--- src/rtl/dsp_pkg.sv ---
// Shared definitions for the DSP48A1 slice and its result-side logic.
package dsp_pkg;

    // OPMODE tag width carried alongside each result
    localparam int TAG_W = 8;

    // Slice P output width
    localparam int P_W = 48;

    // A0 -> A1 -> M -> P path with every register enabled; keep in step with the slice
    localparam int DEFAULT_LATENCY = 4;

    // One captured slice result
    typedef struct packed {
        logic [P_W-1:0]   p;
        logic             carryout;
        logic [TAG_W-1:0] tag;
    } dsp_result_t;

    // Signature fold: rotate left by one, then xor in the new P
    function automatic logic [P_W-1:0] sig_fold(input logic [P_W-1:0] sig,
                                                input logic [P_W-1:0] p);
        return {sig[P_W-2:0], sig[P_W-1]} ^ p;
    endfunction

endpackage

--- src/rtl/dsp_result_fifo.sv ---
// First-word-fall-through FIFO of dsp_result_t with occupancy count.
// A push into a full FIFO is accepted only when a pop happens on the same edge.
module dsp_result_fifo
    import dsp_pkg::*;
#(
    parameter  int DEPTH = 8,
    localparam int AW    = $clog2(DEPTH),
    localparam int CW    = $clog2(DEPTH) + 1
) (
    input  logic        clk,
    input  logic        rst_n,
    input  logic        flush,
    input  logic        push,
    input  logic        pop,
    input  dsp_result_t wr_data,
    output dsp_result_t rd_data,
    output logic [CW-1:0] count,
    output logic        full,
    output logic        empty
);

    dsp_result_t   mem_r [DEPTH];
    logic [AW-1:0] wr_ptr_r;
    logic [AW-1:0] rd_ptr_r;
    logic [CW-1:0] count_r;

    logic          empty_s;
    logic          full_s;
    logic          pop_ok_s;
    logic          push_ok_s;
    logic [CW-1:0] count_nxt_s;

    // Accept/pop qualification and next occupancy
    always_comb begin
        empty_s     = (count_r == {CW{1'b0}});
        full_s      = (count_r == CW'(DEPTH));
        pop_ok_s    = pop & ~empty_s;
        push_ok_s   = push & (~full_s | pop_ok_s);
        count_nxt_s = count_r;
        case ({push_ok_s, pop_ok_s})
            2'b10:   count_nxt_s = count_r + CW'(1);
            2'b01:   count_nxt_s = count_r - CW'(1);
            default: count_nxt_s = count_r;
        endcase
    end

    // Storage, pointers and occupancy; flush empties without touching storage
    always_ff @(posedge clk or negedge rst_n) begin
        if (!rst_n) begin
            for (int i = 0; i < DEPTH; i++) begin
                mem_r[i] <= '0;
            end
            wr_ptr_r <= {AW{1'b0}};
            rd_ptr_r <= {AW{1'b0}};
            count_r  <= {CW{1'b0}};
        end else if (flush) begin
            wr_ptr_r <= {AW{1'b0}};
            rd_ptr_r <= {AW{1'b0}};
            count_r  <= {CW{1'b0}};
        end else begin
            if (push_ok_s) begin
                mem_r[wr_ptr_r] <= wr_data;
                wr_ptr_r        <= wr_ptr_r + AW'(1);
            end
            if (pop_ok_s) begin
                rd_ptr_r <= rd_ptr_r + AW'(1);
            end
            count_r <= count_nxt_s;
        end
    end

    assign rd_data = mem_r[rd_ptr_r];
    assign count   = count_r;
    assign full    = full_s;
    assign empty   = empty_s;

endmodule

--- src/rtl/dsp_result_capture.sv ---
// Captures DSP48A1 slice results through a latency-matched valid/tag delay
// line, queues them in an FWFT FIFO and folds accepted P values into a
// running signature.
module dsp_result_capture
    import dsp_pkg::*;
#(
    parameter  int LATENCY = DEFAULT_LATENCY,
    parameter  int DEPTH   = 8,
    parameter  int PW      = P_W,
    localparam int CW      = $clog2(DEPTH) + 1
) (
    input  logic             CLK,
    input  logic             RST_N,
    input  logic             IN_VALID,
    input  logic [TAG_W-1:0] IN_TAG,
    input  logic             FLUSH,
    input  logic [PW-1:0]    P,
    input  logic             CARRYOUT,
    output logic             OUT_VALID,
    input  logic             OUT_READY,
    output logic [PW-1:0]    OUT_P,
    output logic             OUT_CARRYOUT,
    output logic [TAG_W-1:0] OUT_TAG,
    output logic [CW-1:0]    COUNT,
    output logic             OVERFLOW,
    output logic [PW-1:0]    SIGNATURE
);

    logic [LATENCY-1:0] dl_valid_r;
    logic [TAG_W-1:0]   dl_tag_r [LATENCY];
    logic               overflow_r;
    logic [PW-1:0]      signature_r;

    logic               push_req_s;
    logic               pop_s;
    logic               push_accept_s;
    logic               push_drop_s;
    dsp_result_t        wr_data_s;
    dsp_result_t        rd_data_s;
    logic [CW-1:0]      fifo_count_s;
    logic               fifo_full_s;
    logic               fifo_empty_s;

    // Delay line: valids die on flush so in-flight results never push
    always_ff @(posedge CLK or negedge RST_N) begin
        if (!RST_N) begin
            dl_valid_r <= {LATENCY{1'b0}};
            for (int i = 0; i < LATENCY; i++) begin
                dl_tag_r[i] <= {TAG_W{1'b0}};
            end
        end else begin
            dl_valid_r[0] <= IN_VALID & ~FLUSH;
            dl_tag_r[0]   <= IN_TAG;
            for (int i = 1; i < LATENCY; i++) begin
                dl_valid_r[i] <= dl_valid_r[i-1] & ~FLUSH;
                dl_tag_r[i]   <= dl_tag_r[i-1];
            end
        end
    end

    // Push/pop decisions and the entry presented to the FIFO
    always_comb begin
        push_req_s         = dl_valid_r[LATENCY-1];
        pop_s              = OUT_READY & ~fifo_empty_s;
        push_accept_s      = push_req_s & (~fifo_full_s | pop_s);
        push_drop_s        = push_req_s & fifo_full_s & ~pop_s;
        wr_data_s.p        = P;
        wr_data_s.carryout = CARRYOUT;
        wr_data_s.tag      = dl_tag_r[LATENCY-1];
    end

    dsp_result_fifo #(
        .DEPTH (DEPTH)
    ) u_fifo (
        .clk     (CLK),
        .rst_n   (RST_N),
        .flush   (FLUSH),
        .push    (push_req_s),
        .pop     (pop_s),
        .wr_data (wr_data_s),
        .rd_data (rd_data_s),
        .count   (fifo_count_s),
        .full    (fifo_full_s),
        .empty   (fifo_empty_s)
    );

    // Sticky overflow and running signature; dropped results leave the signature alone
    always_ff @(posedge CLK or negedge RST_N) begin
        if (!RST_N) begin
            overflow_r  <= 1'b0;
            signature_r <= {PW{1'b0}};
        end else if (FLUSH) begin
            overflow_r  <= 1'b0;
            signature_r <= {PW{1'b0}};
        end else begin
            if (push_drop_s) begin
                overflow_r <= 1'b1;
            end
            if (push_accept_s) begin
                signature_r <= sig_fold(signature_r, P);
            end
        end
    end

    assign OUT_VALID    = ~fifo_empty_s;
    assign OUT_P        = rd_data_s.p;
    assign OUT_CARRYOUT = rd_data_s.carryout;
    assign OUT_TAG      = rd_data_s.tag;
    assign COUNT        = fifo_count_s;
    assign OVERFLOW     = overflow_r;
    assign SIGNATURE    = signature_r;

endmodule
--- config.mk ---
export PLATFORM = sky130hd
export DESIGN_NAME = dsp_result_capture
export DESIGN_NICKNAME = d
export VERILOG_FILES = /design/src/rtl/dsp_pkg.sv /design/src/rtl/dsp_result_fifo.sv /design/src/rtl/dsp_result_capture.sv
export SDC_FILE = /design/constraint.sdc
export NUM_CORES = 1
export LEC_CHECK = 0
export BUFFER_PORTS_ARGS = -buffer_cell sky130_fd_sc_hd__buf_4
export CAP_MARGIN = 25
export CORE_ASPECT_RATIO = 0.9
export CORE_MARGIN = 2
export CORE_UTILIZATION = 41
export CTS_CLUSTER_DIAMETER = 40
export DETAILED_ROUTE_END_ITERATION = 12
export SLEW_MARGIN = 20
export SYNTH_ARGS = -nofsm -noshare
export SYNTH_HDL_FRONTEND = slang
export SYNTH_SLANG_ARGS = --single-unit
--- constraint.sdc ---
create_clock -name CLK -period 2.9 [get_ports CLK]
set_input_delay 0.29 -clock CLK [delete_from_list [all_inputs] [get_ports CLK]]
set_output_delay 0.29 -clock CLK [all_outputs]
set_load 0.005 [all_outputs]
---- Word-level counts from Yosys, hierarchy flattened ----
Index checks and enable logic that the tools add are counted.
storage, ports and cells
  bits in registers ....................... 551
  bits of input ports ..................... 62
  output and inout bits ................... 111
  logic and storage cells ................. 87
cells by class
  add/sub/neg operators ................... 4
  $lt $le $gt $ge ......................... 3
  eq/ne operators ......................... 3
  muxes and demuxes ....................... 16
  bitwise logic cells ..................... 19
  reductions and logical operators ........ 8
operators by type and width
  kind                 count
  $bwmux 456           1
  $bmux 57 s3          1
  $demux 57 s3         1
  $mux 57              3
  $mux 48              2
  $xor 48x48->48       1
  $mux 3               4
  $and 1x1->1          10
  $ge 4x4->1 const B   2
  $not 3->4            2
  $pmux 4 s2           1
  $reduce_bool 2->1    4
  $add 3x1->3 const B  2
  $add 4x1->4 const B  1
  $eq 4x4->1 const B   1
  $logic_not 4->1      1
  $lt 4x1->1 const B   1
  $mux 4               1
  $not 1->1            4
  $sub 4x1->4 const B  1
  $reduce_bool 3->1    1
  $eq 2x1->1 const B   1
  $eq 2x2->1 const B   1
  $mux 1               2
  3 further kinds      4

---- Logic depth before layout (Yosys ltp) ----
  depth in word-level cells ............... 9
  depth in mapped cells ................... 10
  depth with buffers taken out ............ 8

---- Hierarchy ----
From an unflattened synthesis, not the netlist that was laid out.
second synthesis, totals
  cells, all modules ...................... 1,446
  area total of the unflattened synthesis .. 24,309.6 um^2
modules (own cells, without submodules)
  module              instances  cells an instance  area an instance (um^2)  seq. area each (um^2)
  dsp_result_fifo     1          1,242              21,172.8                 11,661.2
  dsp_result_capture  1          204                3,136.8                  2,127.0

---- Worst setup path before layout ----
No wires, ideal clock.
  kind .................................... reg2reg
  start ................................... reg u_fifo.count_r[1], in the netlist u_fifo.count[1]
  end ..................................... reg u_fifo.count_r[3], in the netlist u_fifo.count[3]
  library setup time ...................... 0.078 ns
  arrival ................................. 2.576 ns
  required time ........................... 2.822 ns
  setup slack ............................. 0.246 ns
  stages on the path, launching flop included .. 11
  buffers on the path ..................... 2
  period minus slack after synthesis ...... 2.654 ns
  cells stage by stage .................... dfrtp_1 buf_2 or4_1 clkbuf_1 nand2_1 nor2_1 ha_1 inv_1 o311ai_0 mux2_2 a21oi_1
on the way
  cells in the longest elaborated chain, start to end .. 9
  elaborated cells on any way between the ends .. 15
  those cells by class .................... add/sub: 2; eq/ne: 3; mux: 2; bitwise: 6; reduce/logical: 2
ends and longest elaborated chain
  element                                   RTL line                  RTL
  from (decl)                               dsp_result_fifo.sv:25     logic [CW-1:0] count_r;
  from (signal assigned)                    dsp_result_fifo.sv:55     count_r <= {CW{1'b0}};
  from (signal assigned)                    dsp_result_fifo.sv:59     count_r <= {CW{1'b0}};
  from (signal assigned)                    dsp_result_fifo.sv:68     count_r <= count_nxt_s;
  $logic_not 4->1 (*)                       dsp_result_fifo.sv:35     empty_s = (count_r == {CW{1'b0}});
  $not 1->1 (*)                             -
  via OUT_VALID                             dsp_result_capture.sv:19  output logic OUT_VALID,
  $and 1x1->1                               dsp_result_capture.sv:64  pop_s = OUT_READY & ~fifo_empty_s;
  $and 1x1->1 (*)                           dsp_result_fifo.sv:37     pop_ok_s = pop & ~empty_s;
  $or 1x1->1                                dsp_result_fifo.sv:38     push_ok_s = push & (~full_s | pop_ok_s);
  $and 1x1->1                               dsp_result_fifo.sv:38
  $eq 2x1->1 or $eq 2x2->1 (tied branches)  dsp_result_fifo.sv:40     case ({push_ok_s, pop_ok_s})
  $pmux 4 s2                                dsp_result_fifo.sv:40
  $mux 4                                    dsp_result_fifo.sv:56     end else if (flush) begin
Mark *: on every way through the listed nets, which the timed path passes. The rest lies on a longest branch.
A chain may end at the register's enable or synchronous reset.

---- Final worst setup path ----
  start ................................... reg u_fifo.rd_ptr_r[0]
  end ..................................... out OUT_P[39]
on the way
  cells in the longest elaborated chain, start to end .. 4
ends and longest elaborated chain
  element                                      RTL line                  RTL
  from (decl)                                  dsp_result_fifo.sv:24     logic [AW-1:0] rd_ptr_r;
  from (signal assigned)                       dsp_result_fifo.sv:54     rd_ptr_r <= {AW{1'b0}};
  from (signal assigned)                       dsp_result_fifo.sv:58     rd_ptr_r <= {AW{1'b0}};
  from (signal assigned)                       dsp_result_fifo.sv:66     rd_ptr_r <= rd_ptr_r + AW'(1);
  $not 3->4 (implied by the code)              dsp_result_fifo.sv:72     assign rd_data = mem_r[rd_ptr_r];
  $bmux 57 s3                                  dsp_result_fifo.sv:72
  $mux 57 (implied by the code) (2 in series)  dsp_result_fifo.sv:72
  to (decl)                                    dsp_result_capture.sv:21  output logic [PW-1:0] OUT_P,
Every way passes these cells. The select of a mux whose other input is x is not followed.

==> out/qor.txt <==
status - complete, no violations
fin crit period - 2801 ps
cell count along the critical path - 4
CP Buf/Inv Count - 2
vias in the first global route - 14930
largest net degree at the start of global routing - 81
WP data required - 2610 ps
die area - 61320 sq um
TritonCTS clock tree - done
Remaining DRCs - 0
Psw - 5.084 mW
Overflow after GRT - 0
Largest delay share family, worst path - multiplexers
Int Power - 15.62 mW
Syn Area/Cell - 15.75 sq um
area of the multi-input gates - 9818 sq um
Tot GR Track Use - 19.06%
Setup TNS - 0 ps
CP max stage cell - mux4_2
Seq/Total Area, Yosys - 56.66%
TritonRoute pass-1 iters - 4
global-route wire length before repair - 89730 microns
f_max - 0.3570 GHz
startpoint class of the critical path - flop
CTS Buf Count - 87
LEAKAGE - 14.27 nW
# fillers - 4798
Logic pwr share - 11.2%
layout cells sized above 1 - 55.20%
Crit. End Element - primary output
critical-path cell list - buf_12 > mux4_2 > mux2_2 > buf_4
clock latency on the worst-skew pair - 610 ps
Seq pwr share - 39.0%
die width - 260.8 microns
Crit path largest cell delay - 570 ps
fin. max-slew vios - 0
library cells used by synthesis - 37
final WL - 56620 microns
Root Driver - clkbuf_16
fraction of registers with async set/reset - 100.0%
Crit Path Class - flop to primary output
n_diodes - 0
vias per cell - 5.311
Die Height - 235.1 microns
Min-Delay Path Class - primary input to flop
post-route ant nets - 0
Worst VDD drop - 0.0003712 V
switching part of the total - 24.56%
Clk pin slew, worst setup/hold paths - 60 ps
worst hold slack - 39.76 ps
area leader, netlist - dfrtp_1
Crit Path Max Fanout - 28
Finish-stage setup viols - 0
initial antenna violation count - 1
Core ar. - 58540 sq um
DR vias - 13860
mapped cell area - 24340 sq um
FF+latch area - 13800 sq um
Nets - 1830
Ports - 173
Final Hold Fails - 0
R2R cell count - 8
Synth Flop Type - dfrtp_1
top post-synthesis cells by area - dfrtp_1 57%, mux2_2 24%, mux4_2 11%
#FFs+latches synth - 551
Rel. slew slack - 49.30%
final period utilization - 96.59%
number of max-cap violations - 0
CTS Buffer Depth - 3
CTS Sinks - 551
WL per Instance - 21.70 microns
clock power share - 49.8%
Least-Margin Pin Slew - 760.6 ps
Hold Crit Depth - 2
Syn. warnings - 0
Post-DP HPWL - 33690 microns
Pwr Density - 687.2 nW/um^2
RD Place Congestion - 0.7262
Layout area overhead - 23.81%
WP data arrival - 2510 ps
IO buf count - 172
synthesized instance count - 1545
RSZ-0062 raised after global routing - no
number of enable flip-flop cells after synthesis - 0
# rows - 84
Syn Nets - 1611
CTS H-tree lvls - 3
Initial Util - 41.57%
Fin Clk Skew - 18.24 ps
Synth top area share - 56.66%
DRT iter0 DRCs - 658
## sequential cells by signal, indices dropped and copies added, names as in the netlist
signal / count
dl_valid_r: 4
OVERFLOW: 1
u_fifo.rd_ptr_r: 3
dl_tag_r: 32
u_fifo.mem_r: 456
u_fifo.wr_ptr_r: 3
u_fifo.count: 4
SIGNATURE: 48
## through the flow
| stage | setup slack, ps | std cells | cell area [sq um] | total power, mW | utilization (%) |
|---|---|---|---|---|---|
| floorplan | 246.1 | 1545 | 24340 | 9.438 | - |
| global placement | 445.3 | 2387 | 26540 | 10.46 | 45.33 |
| detailed placement | 386.9 | 2387 | 26540 | 10.49 | 45.33 |
| CTS | 39.21 | 2609 | 30130 | 21.00 | 51.47 |
| global route | 7.208 | 2609 | 30130 | 21.56 | 51.47 |
| finish | 98.97 | 2609 | 30130 | 20.70 | 51.47 |
## kinds of logic (layout without fill, tap and decap cells)
logic type      count (synthesis)  in the layout  share of synthesized area (%)
xor+xnor                       54             54                          1.943
flops                         551            551                          56.66
simple gates                   87             87                          1.697
buf+inv                       157            447                          3.095
mux                           631            631                          34.46
compound gates                 61             61                          1.938
fa+ha+maj                       4              4                         0.2057
## power groups by stage
stage,Clock (mW),Sequential (mW),Combinational (mW)
after floorplan,0,8.14,1.30
after global placement,0,8.20,2.26
after detailed placement,0,8.21,2.28
after CTS,10.5,8.07,2.38
after global routing,10.9,8.10,2.53
final,10.3,8.07,2.32
## path summary, 6_finish.rpt
path,start,to,slack (ps)
min reg2reg,dl_tag_r[29],dl_tag_r[21],340
min,P[34],u_fifo.mem_r[442],40
max reg2reg,u_fifo.count[1],u_fifo.count[3],370
max in group asynchronous,RST_N,u_fifo.mem_r[416],1580
max,u_fifo.rd_ptr_r[0],OUT_P[39],100
min in group asynchronous,RST_N,u_fifo.mem_r[350],220
## per-layer routing
metal  routed length (microns)  global-route usage [%]  part of all wire (%)
met5                        10                       0                 0.018
met4                      1005                   5.039                   1.8
met3                      2469                   4.274                   4.4
met2                     27200                   30.50                    48
met1                     25930                   26.29                    46
## final cells by class
class,count,share of cell area [%]
sequential,551,45.80
multi-input combinational,837,32.59
timing repair buffer,282,8.542
clock buffer,105,7.886
tap,774,3.214
clock inverter,55,1.910
inverter,5,0.06229
## cells in the final DEF (no fill, tap or decap), drive strengths merged, types with 2 or more instances in the layout
cell type      n
a211oi        48
a21oi          3
a31oi          2
buf          222
bufinv         5
clkbuf       105
clkinv        17
clkinvlp      11
dfrtp        551
dlygate4sd3   60
ha             4
inv           27
mux2         515
mux2i          2
mux4         114
nand2          4
nand3          4
nand3b         2
nand4          2
nand4b         3
nor2          60
nor2b          6
nor3           2
o21ai          2
o31ai          2
xnor2         50
xor2           4
## synthesized netlist by cell type (all sizes together), types with 3 or more instances
cell type  number
dfrtp         551
mux2          515
buf           117
mux4          114
nor2           60
xnor2          50
a211oi         48
clkbuf         35
nor2b           6
inv             5
ha              4
nand2           4
nand3           4
xor2            4
a21oi           3
nand4b          3
## what timing repair did
| item | in CTS | in global routing |
|---|---|---|
| resized for setup | 1 | 0 |
| setup buffers | 2 | 0 |
| hold buffers | 60 | 0 |
| endpoints found under the setup margin | 28 | 0 |
| hold endpoints to repair | 447 | 0 |
(Power assumes the default switching activity.)
